**config.mk**
```make
export PLATFORM = sky130hd
export DESIGN_NAME = e203_dtcm_sram_ctrl_flat
export DESIGN_NICKNAME = d
export VERILOG_FILES = /design/src/rtl/e203_dtcm_sram_ctrl_if.sv /design/src/rtl/e203_dtcm_sram_ctrl.sv /design/src/flat_wrapper.sv
export SDC_FILE = /design/constraint.sdc
export NUM_CORES = 1
export LEC_CHECK = 0
export ABC_AREA = 1
export CAP_MARGIN = 20
export CORE_MARGIN = 8
export CORE_UTILIZATION = 35
export DETAILED_ROUTE_END_ITERATION = 12
export PLACE_DENSITY = 0.79
export SYNTH_ARGS = -nofsm -noshare
export SYNTH_HDL_FRONTEND = slang
export SYNTH_SLANG_ARGS = --single-unit
```
**constraint.sdc**
```tcl
create_clock -name clk -period 4.1 [get_ports clk]
set_input_delay 0.41 -clock clk [delete_from_list [all_inputs] [get_ports clk]]
set_output_delay 0.41 -clock clk [all_outputs]
set_load 0.01 [all_outputs]
```
**src/rtl/e203_dtcm_sram_ctrl_if.sv**
```systemverilog
// ICB command/response channel plus SRAM macro pins of the DTCM controller.
// "master" is the requester together with the SRAM macro; "slave" is the controller.
interface e203_dtcm_sram_ctrl_if #(
    parameter int AW = 16,
    parameter int DW = 32,
    parameter int MW = 4
);
    logic          icb_cmd_valid;
    logic          icb_cmd_ready;
    logic [AW-1:0] icb_cmd_addr;
    logic          icb_cmd_read;
    logic [DW-1:0] icb_cmd_wdata;
    logic [MW-1:0] icb_cmd_wmask;

    logic          icb_rsp_valid;
    logic          icb_rsp_ready;
    logic [DW-1:0] icb_rsp_rdata;
    logic          icb_rsp_err;

    logic          ram_cs;
    logic          ram_we;
    logic [AW-1:0] ram_addr;
    logic [MW-1:0] ram_wem;
    logic [DW-1:0] ram_din;
    logic [DW-1:0] ram_dout;
    logic          ram_sd;
    logic          ram_ds;
    logic          ram_ls;

    modport master (
        output icb_cmd_valid, icb_cmd_addr, icb_cmd_read, icb_cmd_wdata, icb_cmd_wmask,
        output icb_rsp_ready, ram_dout,
        input  icb_cmd_ready, icb_rsp_valid, icb_rsp_rdata, icb_rsp_err,
        input  ram_cs, ram_we, ram_addr, ram_wem, ram_din, ram_sd, ram_ds, ram_ls
    );

    modport slave (
        input  icb_cmd_valid, icb_cmd_addr, icb_cmd_read, icb_cmd_wdata, icb_cmd_wmask,
        input  icb_rsp_ready, ram_dout,
        output icb_cmd_ready, icb_rsp_valid, icb_rsp_rdata, icb_rsp_err,
        output ram_cs, ram_we, ram_addr, ram_wem, ram_din, ram_sd, ram_ds, ram_ls
    );
endinterface

```
**src/rtl/e203_dtcm_sram_ctrl.sv**
```systemverilog
// DTCM SRAM controller: ICB slave driving a single-port SRAM macro.
// One in-flight stage (read data arrives one cycle after cs) backed by a
// 2-entry response FIFO, plus idle-driven light-sleep control.
module e203_dtcm_sram_ctrl #(
    parameter int DP      = 65536,
    parameter int AW      = 16,
    parameter int DW      = 32,
    parameter int MW      = 4,
    parameter int LS_IDLE = 8
) (
    input  logic                 clk,
    input  logic                 rst,
    e203_dtcm_sram_ctrl_if.slave bus
);
    localparam int ICW = $clog2(LS_IDLE + 1);

    logic          infl_vld_q, infl_vld_d;
    logic          infl_read_q, infl_read_d;
    logic          infl_err_q, infl_err_d;

    logic [DW-1:0] fifo_rdata_q [2];
    logic          fifo_err_q   [2];
    logic          fifo_wptr_q, fifo_wptr_d;
    logic          fifo_rptr_q, fifo_rptr_d;
    logic [1:0]    fifo_cnt_q, fifo_cnt_d;

    logic [ICW-1:0] idle_cnt_q, idle_cnt_d;
    logic           ram_ls_q, ram_ls_d;

    logic          cmd_hs;
    logic          cmd_in_range;
    logic          rsp_hs;
    logic          fifo_empty;
    logic          fifo_push;
    logic          fifo_pop;
    logic          idle_cycle;
    logic [DW-1:0] infl_rdata;

    // Command side: accept only when not asleep and fewer than two responses are owed.
    assign cmd_in_range      = ({1'b0, bus.icb_cmd_addr} < (AW+1)'(DP));
    assign bus.icb_cmd_ready = ~ram_ls_q & (({1'b0, fifo_cnt_q} + {2'b00, infl_vld_q}) < 3'd2);
    assign cmd_hs            = bus.icb_cmd_valid & bus.icb_cmd_ready;

    // SRAM strobes are only active in a handshake cycle for an in-range address.
    assign bus.ram_cs   = cmd_hs & cmd_in_range;
    assign bus.ram_we   = bus.ram_cs & ~bus.icb_cmd_read;
    assign bus.ram_wem  = bus.ram_we ? bus.icb_cmd_wmask : '0;
    assign bus.ram_addr = bus.icb_cmd_addr;
    assign bus.ram_din  = bus.icb_cmd_wdata;
    assign bus.ram_sd   = 1'b0;
    assign bus.ram_ds   = 1'b0;
    assign bus.ram_ls   = ram_ls_q;

    // Response side: FIFO head has priority, else flow-through from the in-flight stage.
    assign fifo_empty        = (fifo_cnt_q == 2'd0);
    assign infl_rdata        = (infl_vld_q & infl_read_q & ~infl_err_q) ? bus.ram_dout : '0;
    assign bus.icb_rsp_valid = ~fifo_empty | infl_vld_q;
    assign bus.icb_rsp_rdata = fifo_empty ? infl_rdata : fifo_rdata_q[fifo_rptr_q];
    assign bus.icb_rsp_err   = fifo_empty ? (infl_vld_q & infl_err_q) : fifo_err_q[fifo_rptr_q];
    assign rsp_hs            = bus.icb_rsp_valid & bus.icb_rsp_ready;

    // An in-flight entry not consumed directly parks in the FIFO so its read data survives.
    assign fifo_pop   = rsp_hs & ~fifo_empty;
    assign fifo_push  = infl_vld_q & ~(rsp_hs & fifo_empty);
    assign idle_cycle = ~bus.icb_cmd_valid & ~infl_vld_q & fifo_empty;

    // Next-state for in-flight stage, FIFO pointers, idle counter and sleep flag.
    always_comb begin
        infl_vld_d  = cmd_hs;
        infl_read_d = bus.icb_cmd_read;
        infl_err_d  = ~cmd_in_range;
        fifo_wptr_d = fifo_wptr_q ^ fifo_push;
        fifo_rptr_d = fifo_rptr_q ^ fifo_pop;
        fifo_cnt_d  = fifo_cnt_q + {1'b0, fifo_push} - {1'b0, fifo_pop};
        idle_cnt_d  = '0;
        if (idle_cycle) begin
            idle_cnt_d = (idle_cnt_q == ICW'(LS_IDLE)) ? idle_cnt_q : idle_cnt_q + ICW'(1);
        end
        ram_ls_d = ram_ls_q;
        if (bus.icb_cmd_valid) begin
            ram_ls_d = 1'b0;
        end else if (idle_cnt_q == ICW'(LS_IDLE)) begin
            ram_ls_d = 1'b1;
        end
    end

    // Control state registers with synchronous reset.
    always_ff @(posedge clk) begin
        if (rst) begin
            infl_vld_q  <= 1'b0;
            infl_read_q <= 1'b0;
            infl_err_q  <= 1'b0;
            fifo_wptr_q <= 1'b0;
            fifo_rptr_q <= 1'b0;
            fifo_cnt_q  <= 2'd0;
            idle_cnt_q  <= '0;
            ram_ls_q    <= 1'b0;
        end else begin
            infl_vld_q  <= infl_vld_d;
            infl_read_q <= infl_read_d;
            infl_err_q  <= infl_err_d;
            fifo_wptr_q <= fifo_wptr_d;
            fifo_rptr_q <= fifo_rptr_d;
            fifo_cnt_q  <= fifo_cnt_d;
            idle_cnt_q  <= idle_cnt_d;
            ram_ls_q    <= ram_ls_d;
        end
    end

    // FIFO payload storage; occupancy is tracked by fifo_cnt_q so no reset is needed.
    for (genvar gi = 0; gi < 2; gi++) begin : g_fifo_entry
        always_ff @(posedge clk) begin
            if (fifo_push && (fifo_wptr_q == 1'(gi))) begin
                fifo_rdata_q[gi] <= infl_rdata;
                fifo_err_q[gi]   <= infl_err_q;
            end
        end
    end
endmodule

```
**src/flat_wrapper.sv**
```systemverilog
// flat-port wrapper written by rule: the top's interface ports become plain ports
module e203_dtcm_sram_ctrl_flat 
#(
    parameter int DP      = 65536,
    parameter int AW      = 16,
    parameter int DW      = 32,
    parameter int MW      = 4,
    parameter int LS_IDLE = 8
)
  (clk, rst, bus_icb_cmd_valid, bus_icb_cmd_addr, bus_icb_cmd_read, bus_icb_cmd_wdata, bus_icb_cmd_wmask, bus_icb_rsp_ready, bus_ram_dout, bus_icb_cmd_ready, bus_icb_rsp_valid, bus_icb_rsp_rdata, bus_icb_rsp_err, bus_ram_cs, bus_ram_we, bus_ram_addr, bus_ram_wem, bus_ram_din, bus_ram_sd, bus_ram_ds, bus_ram_ls);
  e203_dtcm_sram_ctrl_if #(.AW(AW), .DW(DW), .MW(MW)) bus_i ();
  input  logic clk;
  input  logic rst;
  input wire logic [$bits(bus_i.icb_cmd_valid)-1:0] bus_icb_cmd_valid;
  input wire logic [$bits(bus_i.icb_cmd_addr)-1:0] bus_icb_cmd_addr;
  input wire logic [$bits(bus_i.icb_cmd_read)-1:0] bus_icb_cmd_read;
  input wire logic [$bits(bus_i.icb_cmd_wdata)-1:0] bus_icb_cmd_wdata;
  input wire logic [$bits(bus_i.icb_cmd_wmask)-1:0] bus_icb_cmd_wmask;
  input wire logic [$bits(bus_i.icb_rsp_ready)-1:0] bus_icb_rsp_ready;
  input wire logic [$bits(bus_i.ram_dout)-1:0] bus_ram_dout;
  output wire logic [$bits(bus_i.icb_cmd_ready)-1:0] bus_icb_cmd_ready;
  output wire logic [$bits(bus_i.icb_rsp_valid)-1:0] bus_icb_rsp_valid;
  output wire logic [$bits(bus_i.icb_rsp_rdata)-1:0] bus_icb_rsp_rdata;
  output wire logic [$bits(bus_i.icb_rsp_err)-1:0] bus_icb_rsp_err;
  output wire logic [$bits(bus_i.ram_cs)-1:0] bus_ram_cs;
  output wire logic [$bits(bus_i.ram_we)-1:0] bus_ram_we;
  output wire logic [$bits(bus_i.ram_addr)-1:0] bus_ram_addr;
  output wire logic [$bits(bus_i.ram_wem)-1:0] bus_ram_wem;
  output wire logic [$bits(bus_i.ram_din)-1:0] bus_ram_din;
  output wire logic [$bits(bus_i.ram_sd)-1:0] bus_ram_sd;
  output wire logic [$bits(bus_i.ram_ds)-1:0] bus_ram_ds;
  output wire logic [$bits(bus_i.ram_ls)-1:0] bus_ram_ls;
  assign bus_i.icb_cmd_valid = bus_icb_cmd_valid;
  assign bus_i.icb_cmd_addr = bus_icb_cmd_addr;
  assign bus_i.icb_cmd_read = bus_icb_cmd_read;
  assign bus_i.icb_cmd_wdata = bus_icb_cmd_wdata;
  assign bus_i.icb_cmd_wmask = bus_icb_cmd_wmask;
  assign bus_i.icb_rsp_ready = bus_icb_rsp_ready;
  assign bus_i.ram_dout = bus_ram_dout;
  assign bus_icb_cmd_ready = bus_i.icb_cmd_ready;
  assign bus_icb_rsp_valid = bus_i.icb_rsp_valid;
  assign bus_icb_rsp_rdata = bus_i.icb_rsp_rdata;
  assign bus_icb_rsp_err = bus_i.icb_rsp_err;
  assign bus_ram_cs = bus_i.ram_cs;
  assign bus_ram_we = bus_i.ram_we;
  assign bus_ram_addr = bus_i.ram_addr;
  assign bus_ram_wem = bus_i.ram_wem;
  assign bus_ram_din = bus_i.ram_din;
  assign bus_ram_sd = bus_i.ram_sd;
  assign bus_ram_ds = bus_i.ram_ds;
  assign bus_ram_ls = bus_i.ram_ls;
  e203_dtcm_sram_ctrl #(.DP(DP), .AW(AW), .DW(DW), .MW(MW), .LS_IDLE(LS_IDLE)) u_core (.clk(clk), .rst(rst), .bus(bus_i));
endmodule
```
# Word-level counts from Yosys, hierarchy flattened
# Memories as Yosys holds them, arrays and structs flattened. A register that Yosys moved wholly into a read port is not among the register bits.
# Cells that the tools add are included.
[word_totals]
ff_bits = 11
ram_bits = 64
input_bits = 89
output_inout_bits = 92
wordCells = 53
mem_count = 1
[memory_table]
columns = ["memory", "words", "width", "rd", "rd_clocked_by_memory_dff", "wr", "line_no", "text"]
rows = [
  ["u_core.fifo_rdata_q", 2, 32, 1, 1, 1, "e203_dtcm_sram_ctrl.sv:21", "logic [DW-1:0] fifo_rdata_q [2];"],
]
[op_classes]
add_sub_neg = 4
order_cmp = 1
n_eq_ne = 1
n_mux = 12
bitwise = 21
n_reduce_logical = 6
[op_table]
columns = ["op", "count"]
rows = [
  ["$mux W32", 3],
  ["$reduce_or A32 Y1", 1],
  ["$and A1 B1 Y1", 10],
  ["$mux W1", 8],
  ["$not A1 Y1", 8],
  ["$add A4 B1 Y4 const B", 1],
  ["$eq A4 B4 Y1 const B", 1],
  ["$mux W4", 1],
  ["$reduce_or A2 Y1", 2],
  ["$add A2 B1 Y3", 1],
  ["$lt A3 B2 Y1 const B", 1],
  ["$add A2 B1 Y2", 1],
  ["$logic_and A1 B1 Y1", 2],
  ["$logic_not A2 Y1", 1],
  ["$sub A2 B1 Y2", 1],
  ["$xor A1 B1 Y1", 2],
  ["$or A1 B1 Y1", 1],
]

# Longest topological paths before layout
# Gate-level depths: netlist of run 1.
[logic_depth]
depth_word = 12
ltp_mapped = 11
mapped_depth_nobuf = 10

# Least setup slack after synthesis of run 1
# Ideal clock, no wire load.
[synth_path]
kind = "reg-to-reg"
from = "reg u_core.fifo_cnt_q[1]"
to = "mem u_core.fifo_rdata_q[1][0], enable pin"
setup_time_ps = 392
arrival_time_ps = 1709
required_time_ps = 3708
slack_ps = 1999
path_stages_with_launch = 5
n_path_buf = 1
period_less_slack_ps = 2101
path_cell_list = "dfxtp_1 > nor2_4 > buf_2 > a21oi_1 > ha_1"
[synth_via]
elab_chain_len = 12
word_cells_on_any_way = 16
classes_between = "6 x mux; 6 x bitwise; 4 x reduce/logical"
[synth_rtl]
columns = ["element", "line_no", "text"]
rows = [
  ["start: declaration", "e203_dtcm_sram_ctrl.sv:25", "logic [1:0] fifo_cnt_q, fifo_cnt_d;"],
  ["start signal: assignment", "e203_dtcm_sram_ctrl.sv:104", "fifo_cnt_q <= fifo_cnt_d;"],
  ["$logic_not A2 Y1 (*)", "e203_dtcm_sram_ctrl.sv:55", "assign fifo_empty = (fifo_cnt_q == 2'd0);"],
  ["$not A1 Y1", "e203_dtcm_sram_ctrl.sv:57", "assign bus.icb_rsp_valid = ~fifo_empty | infl_vld_q;"],
  ["$or A1 B1 Y1", "e203_dtcm_sram_ctrl.sv:57", ""],
  ["$and A1 B1 Y1", "e203_dtcm_sram_ctrl.sv:60", "assign rsp_hs = bus.icb_rsp_valid & bus.icb_rsp_ready;"],
  ["$and A1 B1 Y1 (*)", "e203_dtcm_sram_ctrl.sv:64", "assign fifo_push = infl_vld_q & ~(rsp_hs & fifo_empty);"],
  ["$not A1 Y1 (*)", "e203_dtcm_sram_ctrl.sv:64", ""],
  ["$and A1 B1 Y1 (*)", "e203_dtcm_sram_ctrl.sv:64", ""],
  ["$logic_and A1 B1 Y1", "e203_dtcm_sram_ctrl.sv:113", "if (fifo_push && (fifo_wptr_q == 1'(gi))) begin"],
  ["$mux W1", "n/a", ""],
  ["$mux W1 (not written as such)", "e203_dtcm_sram_ctrl.sv:114", "fifo_rdata_q[gi] <= infl_rdata;"],
  ["$reduce_or A32 Y1 (no source line)", "n/a", ""],
  ["$mux W1 (no source line)", "n/a", ""],
  ["end: declaration", "e203_dtcm_sram_ctrl.sv:21", ""],
]
# Every way passes the cells marked *; elsewhere a longest branch is shown, timed or not.

# Worst setup path in the final report of run 1
[layout_path]
from = "reg u_core.infl_vld_q"
to = "out bus_icb_rsp_rdata[26]"
[layout_via]
elab_chain_len = 3
[layout_rtl]
columns = ["element", "line_no", "text"]
rows = [
  ["start: declaration", "e203_dtcm_sram_ctrl.sv:17", "logic infl_vld_q, infl_vld_d;"],
  ["start signal: assignment", "e203_dtcm_sram_ctrl.sv:99", "infl_vld_q <= infl_vld_d;"],
  ["$and A1 B1 Y1", "e203_dtcm_sram_ctrl.sv:56", "assign infl_rdata = (infl_vld_q & infl_read_q & ~infl_err_q) ? bus.ram_dout : '0;"],
  ["$mux W32", "e203_dtcm_sram_ctrl.sv:56", ""],
  ["named net u_core.infl_rdata[26]", "e203_dtcm_sram_ctrl.sv:37", "logic [DW-1:0] infl_rdata;"],
  ["$mux W32", "e203_dtcm_sram_ctrl.sv:58", "assign bus.icb_rsp_rdata = fifo_empty ? infl_rdata : fifo_rdata_q[fifo_rptr_q];"],
  ["end: declaration", "flat_wrapper.sv:23", "output wire logic [$bits(bus_i.icb_rsp_rdata)-1:0] bus_icb_rsp_rdata;"],
]
# The timed path passes the listed nets, and every way through them passes these cells.

==> flow_metrics.env, run 1 <==
export IMPL_status="completed"
export IMPL_wl_per_cell_um=12.64
export IMPL_die_x_um=124.3
export IMPL_rsz0062_at_grt="false"
export IMPL_seq_power_share_pct=33.2
export IMPL_finalWorstSetupSlack_ns=1.462
export IMPL_yosysWarnings=0
export IMPL_hpwl_um=5574
export IMPL_portBuffers=81
export IMPL_startpoint_type="flip-flop"
export IMPL_cts_resized=0
export IMPL_track_usage_pct=10.06
export IMPL_gr_total_overflow=0
export IMPL_pre_cts_ws_ns=1.652
export IMPL_cts_tree="done"
export IMPL_via_count=2723
export IMPL_syn_to_final_growth_pct=20.41
export IMPL_num_antenna_cells=0
export IMPL_drc=0
export IMPL_start_util_pct=35.97
export IMPL_p_switching_uw=917.9
export IMPL_grt_first_pass_wirelength_um=13190
export IMPL_gp_congestion=0.7148
export IMPL_fin_worst_skew_ns=0.006421
export IMPL_endpoint_kind="output pin"
export IMPL_fin_setup_tns_ns=0
export IMPL_clk_path_buf_depth=2
export IMPL_io_pins=181
export IMPL_first_global_vias=2793
export IMPL_p_leak_uw=0.001999
export IMPL_slew_viol_final=0
export IMPL_intPower_uw=1949
export IMPL_power_density_nw_per_um2=579.7
export IMPL_num_rows=39
export IMPL_required_ns=3.69
export IMPL_min_period_over_period_pct=64.35
export IMPL_layout_nets=567
export IMPL_final_cell_count_no_fill=620
export IMPL_critical_path_class="reg2out"
export IMPL_postCtsHoldBufs=0
export IMPL_avgViaCountPerCell=4.392
export IMPL_relSlewSlack_pct=43.81
export IMPL_antenna_found_initial=0
export IMPL_yosys_most_used_dff="edfxtp_1"
export IMPL_cts_root_buffer="clkbuf_16"
export IMPL_cap_violations=0
export IMPL_netSwitchingFraction_pct=32.01
export IMPL_worstPathArrival_ns=2.23
export IMPL_synth_enable_flop_cells=64
export IMPL_setup_viol=0
export IMPL_drt_initial_drc_count=93
export IMPL_ys_ff_latch=75
export IMPL_die_area_um2=15460
export IMPL_clkTransAtPathRegs_ns=0.05
export IMPL_placed_cells=603
export IMPL_hp_class="reg2reg"
export IMPL_final_hold_violation_count=0
export IMPL_core_um2=11420
export IMPL_yosysUniqueCellTypes=23
export IMPL_fmax_mhz=379.0
export IMPL_fillers=1099
export IMPL_tightest_slew_ns=0.8428
export IMPL_async_flop_share_pct=0
export IMPL_numCtsBuffers=9
export IMPL_grt_max_degree=67
export IMPL_drtAntennaViolNets=0
export IMPL_p_clk_share_pct=29.1
export IMPL_yosysSeqAreaShare_pct=52.15
export IMPL_fp_dieH_um=124.3
export IMPL_cts_sinks=75
export IMPL_cts_max_level=3
export IMPL_cts_setup_buffers=0
export IMPL_syn_inst=443
export IMPL_clk_latency_ns=0.32
export IMPL_p_total_uw=2867
export IMPL_cp_max_fo=32
export IMPL_dr_pass1_iters=4
export IMPL_final_min_clock_period_ns=2.638
export IMPL_syn_avg_cell_area_um2=9.272
export IMPL_p_comb_share_pct=37.7
export IMPL_layout_drive_gt1_share_pct=13.63
export IMPL_synth_area_um2=4108
export IMPL_ir_drop_v=0.0003980
export IMPL_routed_wl_um=7837
==> area by class of cell <==
type                            count  area, um^2  area share, %
Timing Repair Buffer               84       853.3          17.25
Clock inverter                      5       77.57          1.568
Clock buffer                       11       242.7          4.908
Inverter                           87       326.6          6.603
Multi-Input combinational cell    215        1124          22.72
Tap cell                          143       178.9          3.618
Sequential cell                    75        2143          43.33
==> through the flow <==
step	hold WS, ns	area (um^2)	utilization [%]
6_report	0.5137	4946	43.32
3_3_place_gp	0.4714	4598	40.27
2_1_floorplan	0.4767	4115	-
4_1_cts	0.5191	4918	43.07
3_5_place_dp	0.5058	4598	40.27
5_1_grt	0.5410	4946	43.32
==> final timing paths <==
path / start / endpoint / slack, ns / depth (start not counted)
min reg2reg: u_core.bus.ram_ls$_SDFFE_PP0N_ / u_core.bus.ram_ls$_SDFFE_PP0N_ / 0.51 / 2
min: u_core.bus.ram_ls$_SDFFE_PP0N_ / u_core.bus.ram_ls$_SDFFE_PP0N_ / 0.51 / 2
max reg2reg: u_core.fifo_cnt_q[1]$_SDFF_PP0_ / u_core.fifo_rdata_q[0][19]$_DFFE_PP_ / 1.86 / 4
max: u_core.infl_vld_q$_SDFF_PP0_ / bus_icb_rsp_rdata[26] / 1.46 / 5
==> power by group through the flow <==
stage | Combinational [uW] | Clock (uW) | Sequential (uW)
5_1_grt | 1190 | 884 | 964
4_1_cts | 1060 | 857 | 978
6_report | 1080 | 834 | 953
2_1_floorplan | 774 | 0 | 941
3_3_place_gp | 1040 | 0 | 990
3_5_place_dp | 1060 | 0 | 994
==> state kept, by name, summed over array words and instances (netlist names) <==
register / cells
u_core.fifo_rdata_q: 64
u_core.idle_cnt_q: 4
u_core.fifo_cnt_q: 2
u_core.bus.ram_ls: 1
u_core.fifo_rptr_q: 1
u_core.fifo_wptr_q: 1
u_core.infl_read_q: 1
u_core.infl_vld_q: 1
==> logic make-up after synthesis <==
group                      share of synthesized area (%)
buffers and inverters                              20.80
and+or+nand+nor                                    14.50
DFF                                                52.15
AOI/OAI and AO/OA                                  10.42
adders and majority gates                          1.828
xor gates and xnor gates                          0.2133
other                                            0.09129
==> layer usage <==
metal | routed length, um | track usage, % | vias to the layer above
li1 | - | - | 1393
met3 | 680 | 4.936 | 25
met5 | 0 | 0 | -
met1 | 3286 | 10.70 | 1207
met2 | 3752 | 17.07 | 98
met4 | 117 | 3.260 | 0
==> cells in the mapped netlist, types with 6 or more instances <==
cell	number	area (um^2)
inv_1	87	326.6
o21ai_0	38	190.2
o21ai_1	6	30.03
buf_4	54	405.4
edfxtp_1	64	1922
ha_1	6	75.07
nor2_1	46	172.7
nand2_1	57	214.0
buf_2	6	30.03
o21ai_2	20	175.2
nand2_2	21	131.4
dfxtp_1	11	220.2
==> critical path, cell delays in order, from the launching register on <==
cell and delay (ns):
dfxtp_1 0.36, nand2_2 0.40, nor2_1 0.35, nand2_1 0.09, o21ai_0 0.13, clkdlybuf4s50_1 0.59
==> layout by cell type, fill, tap and decap left out <==
cell type	instances
nand2_1	57
o21ai_1	6
nand2_2	21
nor2_4	2
clkinv_2	2
nor2_1	46
ha_1	4
a21oi_1	5
buf_4	2
dfxtp_2	1
nand3_2	1
clkbuf_8	1
inv_1	87
nand4_1	4
o21ai_0	38
o21ai_2	20
clkbuf_16	9
a21boi_0	1
xor2_1	1
bufinv_16	2
nand3_1	4
conb_1	3
dfxtp_1	10
ha_2	2
clkdlybuf4s50_1	81
edfxtp_1	64
clkinvlp_4	1
buf_16	1
clkbuf_1	1
No activity file was read; power rests on OpenSTA's default activity.
==> inputs of run 2 (changes only) <==
clock period = 2.5 ns   (was 4.1 ns; I/O delays follow)
==> run 2 against run 1 <==
Worst setup slack got worse by 1.3 ns. Core utilization rose by 0.53 points. Die area did not move. Count of clock-buffer cells in the layout down 1. Final cell count rose by 0.81%. Register-to-register slack lost 1.3 ns. First-iteration DRC count grew 53%. Via count increased by 1.5%. Largest cell class unchanged. Largest power group unchanged.
==> flow_metrics.env, run 2 (same netlist as run 1, synthesis figures left out) <==
export IMPL_numCtsBuffers=9
export IMPL_clk_latency_ns=0.32
export IMPL_pre_cts_ws_ns=0.4094
export IMPL_fin_worst_skew_ns=0.008620
export IMPL_via_count=2763
export IMPL_dr_pass1_iters=4
export IMPL_layout_commonest_cell="inv_1"
export IMPL_cp_max_fo=37
export IMPL_status="completed"
export IMPL_num_antenna_cells=0
export IMPL_drc=0
export IMPL_fin_setup_tns_ns=0
export IMPL_drtAntennaViolNets=0
export IMPL_hpwl_um=5785
export IMPL_clkTransAtPathRegs_ns=0.06
export IMPL_tightest_slew_ns=0.5161
export IMPL_min_to="u_core.infl_read_q$_SDFF_PP0_"
export IMPL_worstReg2RegEnd="u_core.fifo_rdata_q[1][13]$_DFFE_PP_"
export IMPL_cts_sinks=75
export IMPL_gr_total_overflow=0
export IMPL_grt_max_degree=39
export IMPL_reg2reg_slack_ns=0.53
export IMPL_critical_path_class="reg2out"
export IMPL_cts_max_level=3
export IMPL_worst_r2r_path_depth=5
export IMPL_routed_wl_um=8040
export IMPL_final_min_clock_period_ns=2.339
export IMPL_largest_reg_flops=64
export IMPL_io_pins=181
export IMPL_first_global_vias=2825
export IMPL_worstPathArrival_ns=2.09
export IMPL_layout_drive_gt1_share_pct=14.32
export IMPL_track_usage_pct=10.40
export IMPL_holdWs_ns=0.4684
export IMPL_relSlewSlack_pct=65.59
export IMPL_drt_initial_drc_count=142
export IMPL_placed_cells=609
export IMPL_final_cell_count_no_fill=625
export IMPL_gp_congestion=0.6839
export IMPL_final_hold_violation_count=0
export IMPL_core_um2=11420
export IMPL_syn_to_final_growth_pct=21.87
export IMPL_top_register="u_core.fifo_rdata_q"
export IMPL_wl_per_cell_um=12.86
export IMPL_cts_tree="done"
export IMPL_hold_depth=3
export IMPL_start_util_pct=35.97
export IMPL_largestRegisters="u_core.fifo_rdata_q (64), u_core.idle_cnt_q (4), u_core.fifo_cnt_q (2)"
export IMPL_die_area_um2=15460
export IMPL_die_x_um=124.3
export IMPL_rsz0062_at_grt="false"
export IMPL_ir_drop_v=0.0005790
export IMPL_min_period_over_period_pct=93.55
export IMPL_postCtsHoldBufs=0
export IMPL_p_leak_uw=0.002046
export IMPL_fmax_mhz=427.6
export IMPL_cap_violations=0
export IMPL_portBuffers=81
export IMPL_avgViaCountPerCell=4.421
export IMPL_endpoint_kind="output pin"
export IMPL_slew_viol_final=0
export IMPL_dpl_cell_area_um2=4668
export IMPL_required_ns=2.25
export IMPL_cts_root_buffer="clkbuf_16"
export IMPL_layout_common_cells="inv_1 (87), clkdlybuf4s50_1 (81), edfxtp_1 (64)"
export IMPL_finalWorstSetupSlack_ns=0.1612
export IMPL_layout_nets=572
export IMPL_worstReg2RegStart="u_core.fifo_cnt_q[1]$_SDFF_PP0_"
export IMPL_startpoint_type="flip-flop"
export IMPL_num_rows=39
export IMPL_power_density_nw_per_um2=961.7
export IMPL_antenna_found_initial=0
export IMPL_hp_class="in2reg"
export IMPL_fp_dieH_um=124.3
export IMPL_stdcell_area_um2=5006
export IMPL_min_from="bus_icb_cmd_read"
export IMPL_clk_path_buf_depth=2
export IMPL_setup_viol=0
export IMPL_critPathLaunch="u_core.fifo_rptr_q$_SDFF_PP0_"
export IMPL_grt_first_pass_wirelength_um=13470
## run 2: cell type report
| class | instances | area, um^2 |
|---|---|---|
| clock inverter | 6 | 103.9 |
| inverter | 87 | 326.6 |
| clock buffer | 10 | 229.0 |
| fill | 1095 | 6412 |
| multi-input combinational | 215 | 1129 |
| timing repair buffer | 89 | 895.9 |
| sequential | 75 | 2143 |
| tap | 143 | 178.9 |
## run 2: worst max-delay path: stages, from the launching register on
cell             delay [ns]
dfxtp_2                0.65
buf_12                 0.25
o21ai_0                0.12
o21ai_0                0.17
clkdlybuf4s50_1        0.57
## run 2: repair_timing
item | in CTS | in global routing
endpoints found under the setup margin | 0 | 9
resized for setup | 0 | 1
buffers inserted | 0 | 0
endpoints found under the hold margin | 0 | 0
## run 2: through the flow
step                      power [uW]  util [%]
final                           4815     43.84
after global routing            5095     43.84
after floorplan                 2812         -
after CTS                       4893     43.80
after detailed placement        3460     40.88
after global placement          3430     40.88
## run 2: worst max-delay path by stage
stage                                                     end
after floorplan           u_core.fifo_rdata_q[1][0]$_DFFE_PP_
after global placement                  bus_icb_rsp_rdata[26]
after detailed placement                 bus_icb_rsp_rdata[8]
after CTS                                bus_icb_rsp_rdata[8]
after global routing                    bus_icb_rsp_rdata[23]
final                                   bus_icb_rsp_rdata[23]
## run 2: layer usage
layer / part of all wire, % / track usage, %
met2: 48 / 17.79
met4: 1.2 / 3.473
met5: 0 / 0
met1: 44 / 11.35
met3: 7.2 / 4.383
## run 2: report_power, final
group | internal (uW) | total (uW) | switching [uW] | leakage [uW]
Clock | 967 | 1420 | 454 | 0.000164
Sequential | 1480 | 1560 | 86.3 | 0.000690
Combinational | 852 | 1830 | 977 | 0.00119
